==> src/rtl/alu_arbiter.sv <==
// Two-requester arbiter in front of a shared, one-cycle-registered ALU.
// Round-robin on ties, one op in flight, result returned over a valid/ready handshake.
module alu_arbiter #(
  parameter int unsigned XPR_LEN      = 32,
  parameter int unsigned ALU_OP_WIDTH = 4
) (
  input  logic                    clk,
  input  logic                    rst,

  input  logic                    req0_valid,
  output logic                    req0_ready,
  input  logic [ALU_OP_WIDTH-1:0] req0_op,
  input  logic [XPR_LEN-1:0]      req0_rs1,
  input  logic [XPR_LEN-1:0]      req0_rs2,

  input  logic                    req1_valid,
  output logic                    req1_ready,
  input  logic [ALU_OP_WIDTH-1:0] req1_op,
  input  logic [XPR_LEN-1:0]      req1_rs1,
  input  logic [XPR_LEN-1:0]      req1_rs2,

  output logic                    resp0_valid,
  output logic [XPR_LEN-1:0]      resp0_data,
  input  logic                    resp0_ready,

  output logic                    resp1_valid,
  output logic [XPR_LEN-1:0]      resp1_data,
  input  logic                    resp1_ready,

  output logic [ALU_OP_WIDTH-1:0] alu_op,
  output logic [XPR_LEN-1:0]      alu_rs1,
  output logic [XPR_LEN-1:0]      alu_rs2,
  output logic                    alu_enable,
  input  logic [XPR_LEN-1:0]      alu_rd,

  output logic                    busy
);

  typedef enum logic [1:0] {
    S_IDLE = 2'd0,
    S_EXEC = 2'd1,
    S_CAPT = 2'd2,
    S_RESP = 2'd3
  } state_e;

  state_e                    state_q, state_d;
  logic [ALU_OP_WIDTH-1:0]   op_q, op_d;
  logic [XPR_LEN-1:0]        rs1_q, rs1_d;
  logic [XPR_LEN-1:0]        rs2_q, rs2_d;
  logic [XPR_LEN-1:0]        result_q, result_d;
  logic                      owner_q, owner_d;
  logic                      last_grant_q, last_grant_d;

  logic                      gnt0_c, gnt1_c;
  logic                      resp_ready_c;

  // Tie goes to whichever requester was not served last.
  always_comb begin
    gnt0_c = 1'b0;
    gnt1_c = 1'b0;
    if (state_q == S_IDLE && !rst) begin
      gnt0_c = req0_valid && (!req1_valid || last_grant_q);
      gnt1_c = req1_valid && (!req0_valid || !last_grant_q);
    end
  end

  assign req0_ready   = gnt0_c;
  assign req1_ready   = gnt1_c;
  assign resp_ready_c = owner_q ? resp1_ready : resp0_ready;

  always_comb begin
    state_d      = state_q;
    op_d         = op_q;
    rs1_d        = rs1_q;
    rs2_d        = rs2_q;
    result_d     = result_q;
    owner_d      = owner_q;
    last_grant_d = last_grant_q;
    case (state_q)
      S_IDLE: begin
        if (gnt0_c) begin
          op_d         = req0_op;
          rs1_d        = req0_rs1;
          rs2_d        = req0_rs2;
          owner_d      = 1'b0;
          last_grant_d = 1'b0;
          state_d      = S_EXEC;
        end else if (gnt1_c) begin
          op_d         = req1_op;
          rs1_d        = req1_rs1;
          rs2_d        = req1_rs2;
          owner_d      = 1'b1;
          last_grant_d = 1'b1;
          state_d      = S_EXEC;
        end
      end
      S_EXEC: state_d = S_CAPT;
      S_CAPT: begin
        result_d = alu_rd;
        state_d  = S_RESP;
      end
      S_RESP: begin
        if (resp_ready_c) state_d = S_IDLE;
      end
      default: state_d = S_IDLE;
    endcase
  end

  always_ff @(posedge clk) begin
    if (rst) begin
      state_q      <= S_IDLE;
      op_q         <= '0;
      rs1_q        <= '0;
      rs2_q        <= '0;
      result_q     <= '0;
      owner_q      <= 1'b0;
      last_grant_q <= 1'b1;
    end else begin
      state_q      <= state_d;
      op_q         <= op_d;
      rs1_q        <= rs1_d;
      rs2_q        <= rs2_d;
      result_q     <= result_d;
      owner_q      <= owner_d;
      last_grant_q <= last_grant_d;
    end
  end

  // Operands stay on the ALU bus between ops; only the enable pulses.
  assign alu_op     = op_q;
  assign alu_rs1    = rs1_q;
  assign alu_rs2    = rs2_q;
  assign alu_enable = (state_q == S_EXEC);
  assign busy       = (state_q != S_IDLE);

  assign resp0_valid = (state_q == S_RESP) && !owner_q;
  assign resp1_valid = (state_q == S_RESP) &&  owner_q;
  assign resp0_data  = resp0_valid ? result_q : '0;
  assign resp1_data  = resp1_valid ? result_q : '0;

endmodule

==> config.mk <==
export PLATFORM = sky130hd
export DESIGN_NAME = alu_arbiter
export DESIGN_NICKNAME = d
export VERILOG_FILES = /design/src/rtl/alu_arbiter.sv
export SDC_FILE = /design/constraint.sdc
export NUM_CORES = 1
export LEC_CHECK = 0
export ABC_AREA = 1
export CAP_MARGIN = 10
export CORE_MARGIN = 4
export CORE_UTILIZATION = 41
export CTS_BUF_LIST = sky130_fd_sc_hd__clkbuf_8
export CTS_CLUSTER_SIZE = 10
export DETAILED_ROUTE_END_ITERATION = 7
export PLACE_DENSITY_LB_ADDON = 0.25
export SYNTH_ARGS = -nofsm -noshare
export SYNTH_HDL_FRONTEND = slang
export SYNTH_SLANG_ARGS = --single-unit
==> constraint.sdc <==
create_clock -name clk -period 2.2 [get_ports clk]
set_input_delay 0.44 -clock clk [delete_from_list [all_inputs] [get_ports clk]]
set_output_delay 0.44 -clock clk [all_outputs]
set_load 0.01 [all_outputs]
### Word-level counts from Yosys, hierarchy flattened

Cells that the tools add are included.

* register bits: 104
* input port bits: 174
* word-level logic and storage cells: 46

* equal/unequal tests: 5
* muxes and demuxes: 17
* reductions and logical operators: 17

Operator list (number)
* 32-bit 2-to-1 mux: 6
* 4-bit 2-to-1 mux: 2
* 2-bit one-hot mux with 4 select lines: 1
* 2-bit 2-to-1 mux: 3
* 1-bit logical AND: 5
* 1-bit zero test: 5
* 1-bit 2-to-1 mux: 5
* 2-bit equality test, second input constant: 2
* 2-bit AND reduction: 2
* 2-bit nonzero test: 2
* 3-bit inequality test, second input constant: 1
* 2-bit by 1-bit equality test with 1-bit output, second input constant: 1
* 2-bit zero test: 1
* 1-bit logical OR: 2
* 2-bit inequality test, second input constant: 1

### Depth between registers and ports, before layout

* word-level depth: 7
* mapped depth: 10
* depth with buffers taken out: 9

### Worst setup path before layout

No wires, ideal clock.

* path type: register to output
* start point: reg state_q[0]
* end point: out req1_ready
* data arrival time: 1428 ps
* slack: 332 ps
* cell stages (with the launch flop): 9
* cell sequence: dfxtp_1 inv_1 ha_1 inv_1 nor2_4 buf_4 buf_2 nand3_1 inv_1

* word-level cells in the longest chain between the ends: 3

RTL lines
* from (decl): RTL line 46 `state_e state_q, state_d;`
* from (signal assigned): RTL line 119 `state_q <= state_d;`
* 2-bit zero test: RTL line 61 `if (state_q == S_IDLE && !rst) begin`
* 1-bit logical AND: RTL line 61
* 1-bit 2-to-1 mux: RTL line 61
* to (decl): RTL line 17 `output logic req1_ready,`

No other way between the ends.

### Worst setup path in the final report

Same ends and word-level chain as after synthesis.

==> flow_metrics.py <==
metrics = {
    "outcome": {
        "run_status": "complete, no violations",
    },
    "clocking": {
        "cts-buffers-inserted": 9,
        "htree_levels": 3,
        "cts_tree": "done",
        "holdBufCountCts": 0,
        "insertion_delay_ns": 0.36,
        "clk_pin_slew_worst_paths_ns": 0.10,
        "root_buffer": "clkbuf_8",
        "cts_sinks": 104,
        "clockBufferDepth": 2,
    },
    "place": {
        "place_inst": 1301,
        "hpwl_um": 14600,
        "dp_slack_ns": 0.0358,
        "placement.io_buffers": 311,
        "gp_congestion": 0.809,
    },
    "routing": {
        "vias": 6309,
        "drtIter0Drc": 345,
        "wl_per_cell_um": 14.8,
        "firstDrtPassIters": 5,
        "route.final.wire_length_um": 19600,
        "drc": 0,
        "via_per_inst": 4.79,
        "ant_nets": 0,
    },
    "global_routing": {
        "grt_pass1_wl_um": 30300,
        "grt_antenna_before_repair": 0,
        "grt_usage_pct": 23.1,
        "grt_pass1_vias": 5859,
        "grt.busiest_layer": "met2",
        "grt_start_max_net_pins": 69,
        "grt_overflow": 0,
        "met1_usage_pct": 26.4,
        "grtUsageMet3_pct": 5.58,
        "use_met2_pct": 40.9,
    },
    "power_and_ir_drop": {
        "swShare_pct": 38.0,
        "p_int_mw": 4.88,
        "ir_drop_mv": 0.429,
        "p_sw_mw": 2.99,
        "p_per_area_nw_per_um2": 842,
        "comb_power_share_pct": 49.1,
        "p_clk_share_pct": 15.4,
        "design_power_total_mw": 7.86,
        "power.leakage_nw": 4.81,
        "power.share.sequential_pct": 35.5,
    },
    "critical_path": {
        "crit_type": "register to output pin",
        "required_ns": 1.76,
        "crit_path_start_kind": "register",
        "cp_max_fo": 4,
        "cp-end-kind": "output pin",
        "arrival_ns": 1.64,
    },
    "layout": {
        "instances_no_fill": 1318,
        "drive_above_1_share_pct": 10.5,
        "antenna_cells": 0,
        "num-nets-final": 1313,
        "multi_input_area_um2": 2790,
        "final_cell_mix": "clkdlybuf4s50_1 (240), inv_1 (175), nand2_1 (144), dfxtp_1 (102), nand3_1 (75)",
        "regArea_um2": 2090,
        "syn_to_final_growth_pct": 58.8,
        "fillerInstances": 1297,
        "final_common_cell": "clkdlybuf4s50_1",
    },
    "floorplan": {
        "coreArea_um2": 14000,
        "row_count": 43,
        "chipHeight_um": 128,
        "ios": 312,
        "die-area_um2": 16300,
        "initial_core_util_pct": 42.1,
        "die_w_um": 128,
    },
    "run": {
        "drv_cap": 0,
    },
    "sta": {
        "rsz0062_at_grt": "false",
        "slew_headroom_pct": 56.2,
        "fin_skew_ns": 0.00805,
        "worst_slack_ns": 0.121,
        "finalSetupViolations": 0,
        "drv_slew": 0,
        "timing.final.crit_share_pct": 94.5,
        "tightest_slew_ns": 0.657,
        "hold_viol_final": 0,
        "finalCriticalPeriod_ns": 2.08,
        "fmax_mhz": 481,
        "finalSetupTns_ns": 0,
    },
    "logic_synthesis": {
        "synth.avg_cell_area_um2": 6.92,
        "yosysSeqAreaShare_pct": 35.4,
        "synth_warnings": 0,
        "syn_nets": 1029,
        "synth.distinct_cells": 22,
        "synth-seq-cells": 104,
        "synthesis.area_um2": 5890,
        "syn_inst": 850,
    },
    "min_path": {
        "hold_path_class": "register to register",
    },
}
==> cells by family after synthesis <==
kind of cell,share of synthesized area [%]
adders and majority gates,1.06
buffers and inverters,17.5
and+or+nand+nor,27.7
DFF,35.4
AOI/OAI and AO/OA,18.3
==> power groups by stage <==
stage               clock network [mW]  logic (mW)  registers, mW
floorplan                            0        1.98           2.97
global placement                     0        3.83           2.80
CTS                               1.26        3.90           2.79
finish                            1.21        3.86           2.79
detailed placement                   0        3.88           2.83
global route                      1.33        4.28           2.86
==> final timing paths <==
check	from	endpoint	slack [ns]	depth (start not counted)
min reg2reg	result_q[25]	result_q[25]	0.48	2
min	result_q[25]	result_q[25]	0.48	2
max reg2reg	state_q[0]	alu_rs1[18]	0.28	11
max	state_q[0]	req1_ready	0.12	8
==> stage by stage <==
| step | util [%] | area (um2) | hold slack [ns] |
|---|---|---|---|
| detailed placement | 65.8 | 9200 | 0.467 |
| global route | 66.8 | 9340 | 0.506 |
| floorplan | - | 5890 | 0.450 |
| global placement | 65.8 | 9200 | 0.464 |
| CTS | 66.7 | 9330 | 0.483 |
| finish | 66.8 | 9340 | 0.485 |
==> cell usage after synthesis <==
cell type  count  area, um2
inv_1        178        668
nand2_1      144        541
dfxtp_1      104       2080
nand3_1       76        380
nand4_1       68        425
nor2_1        67        251
o21bai_2      61        687
clkbuf_1      43        161
a21oi_1       34        170
o21ai_0       32        160
buf_6         12        135
buf_2          9       45.0
o21bai_1       7       52.6
ha_1           5       62.6
buf_1          2       7.51
nand2_2        2       12.5
buf_4          1       7.51
clkinv_1       1       3.75
inv_2          1       3.75
nand3_2        1       10.0
nor2_4         1       11.3
o211ai_1       1       7.51
==> critical path: stages, from the launching register on <==
cell and delay (ns):
dfxtp_4 0.37, inv_2 0.07, ha_2 0.19, inv_2 0.05
nor2_4 0.12, buf_6 0.12, nand3_1 0.08, inv_1 0.06
clkdlybuf4s15_2 0.21
==> state kept, by name (all words and copies together) (netlist names) <==
name / cells
alu_rs1: 32
alu_rs2: 32
result_q: 32
alu_op: 4
state_q: 2
last_grant_q: 1
owner_q: 1
==> timing repair <==
item | in CTS | in global routing
endpoints found under the setup margin | 69 | 59
pin swaps | 1 | 1
resized for setup | 75 | 5
buffers inserted | 2 | 0
==> layout make-up <==
cell class                 count  area share (%)
tap                          180            2.41
inverter                     180            7.23
multi-input combinational    499            29.9
clock inverter                 5           0.603
clock buffer                  10            1.47
sequential                   104            22.3
timing repair buffer         340            36.1
==> routing by layer <==
layer / share of wire (%) / vias to the layer above
li1: - / 3232
met1: 39 / 2816
met2: 49 / 223
met3: 8.0 / 38
met4: 3.5 / 0
met5: 0 / -
Power figures use the tool's default switching activity.
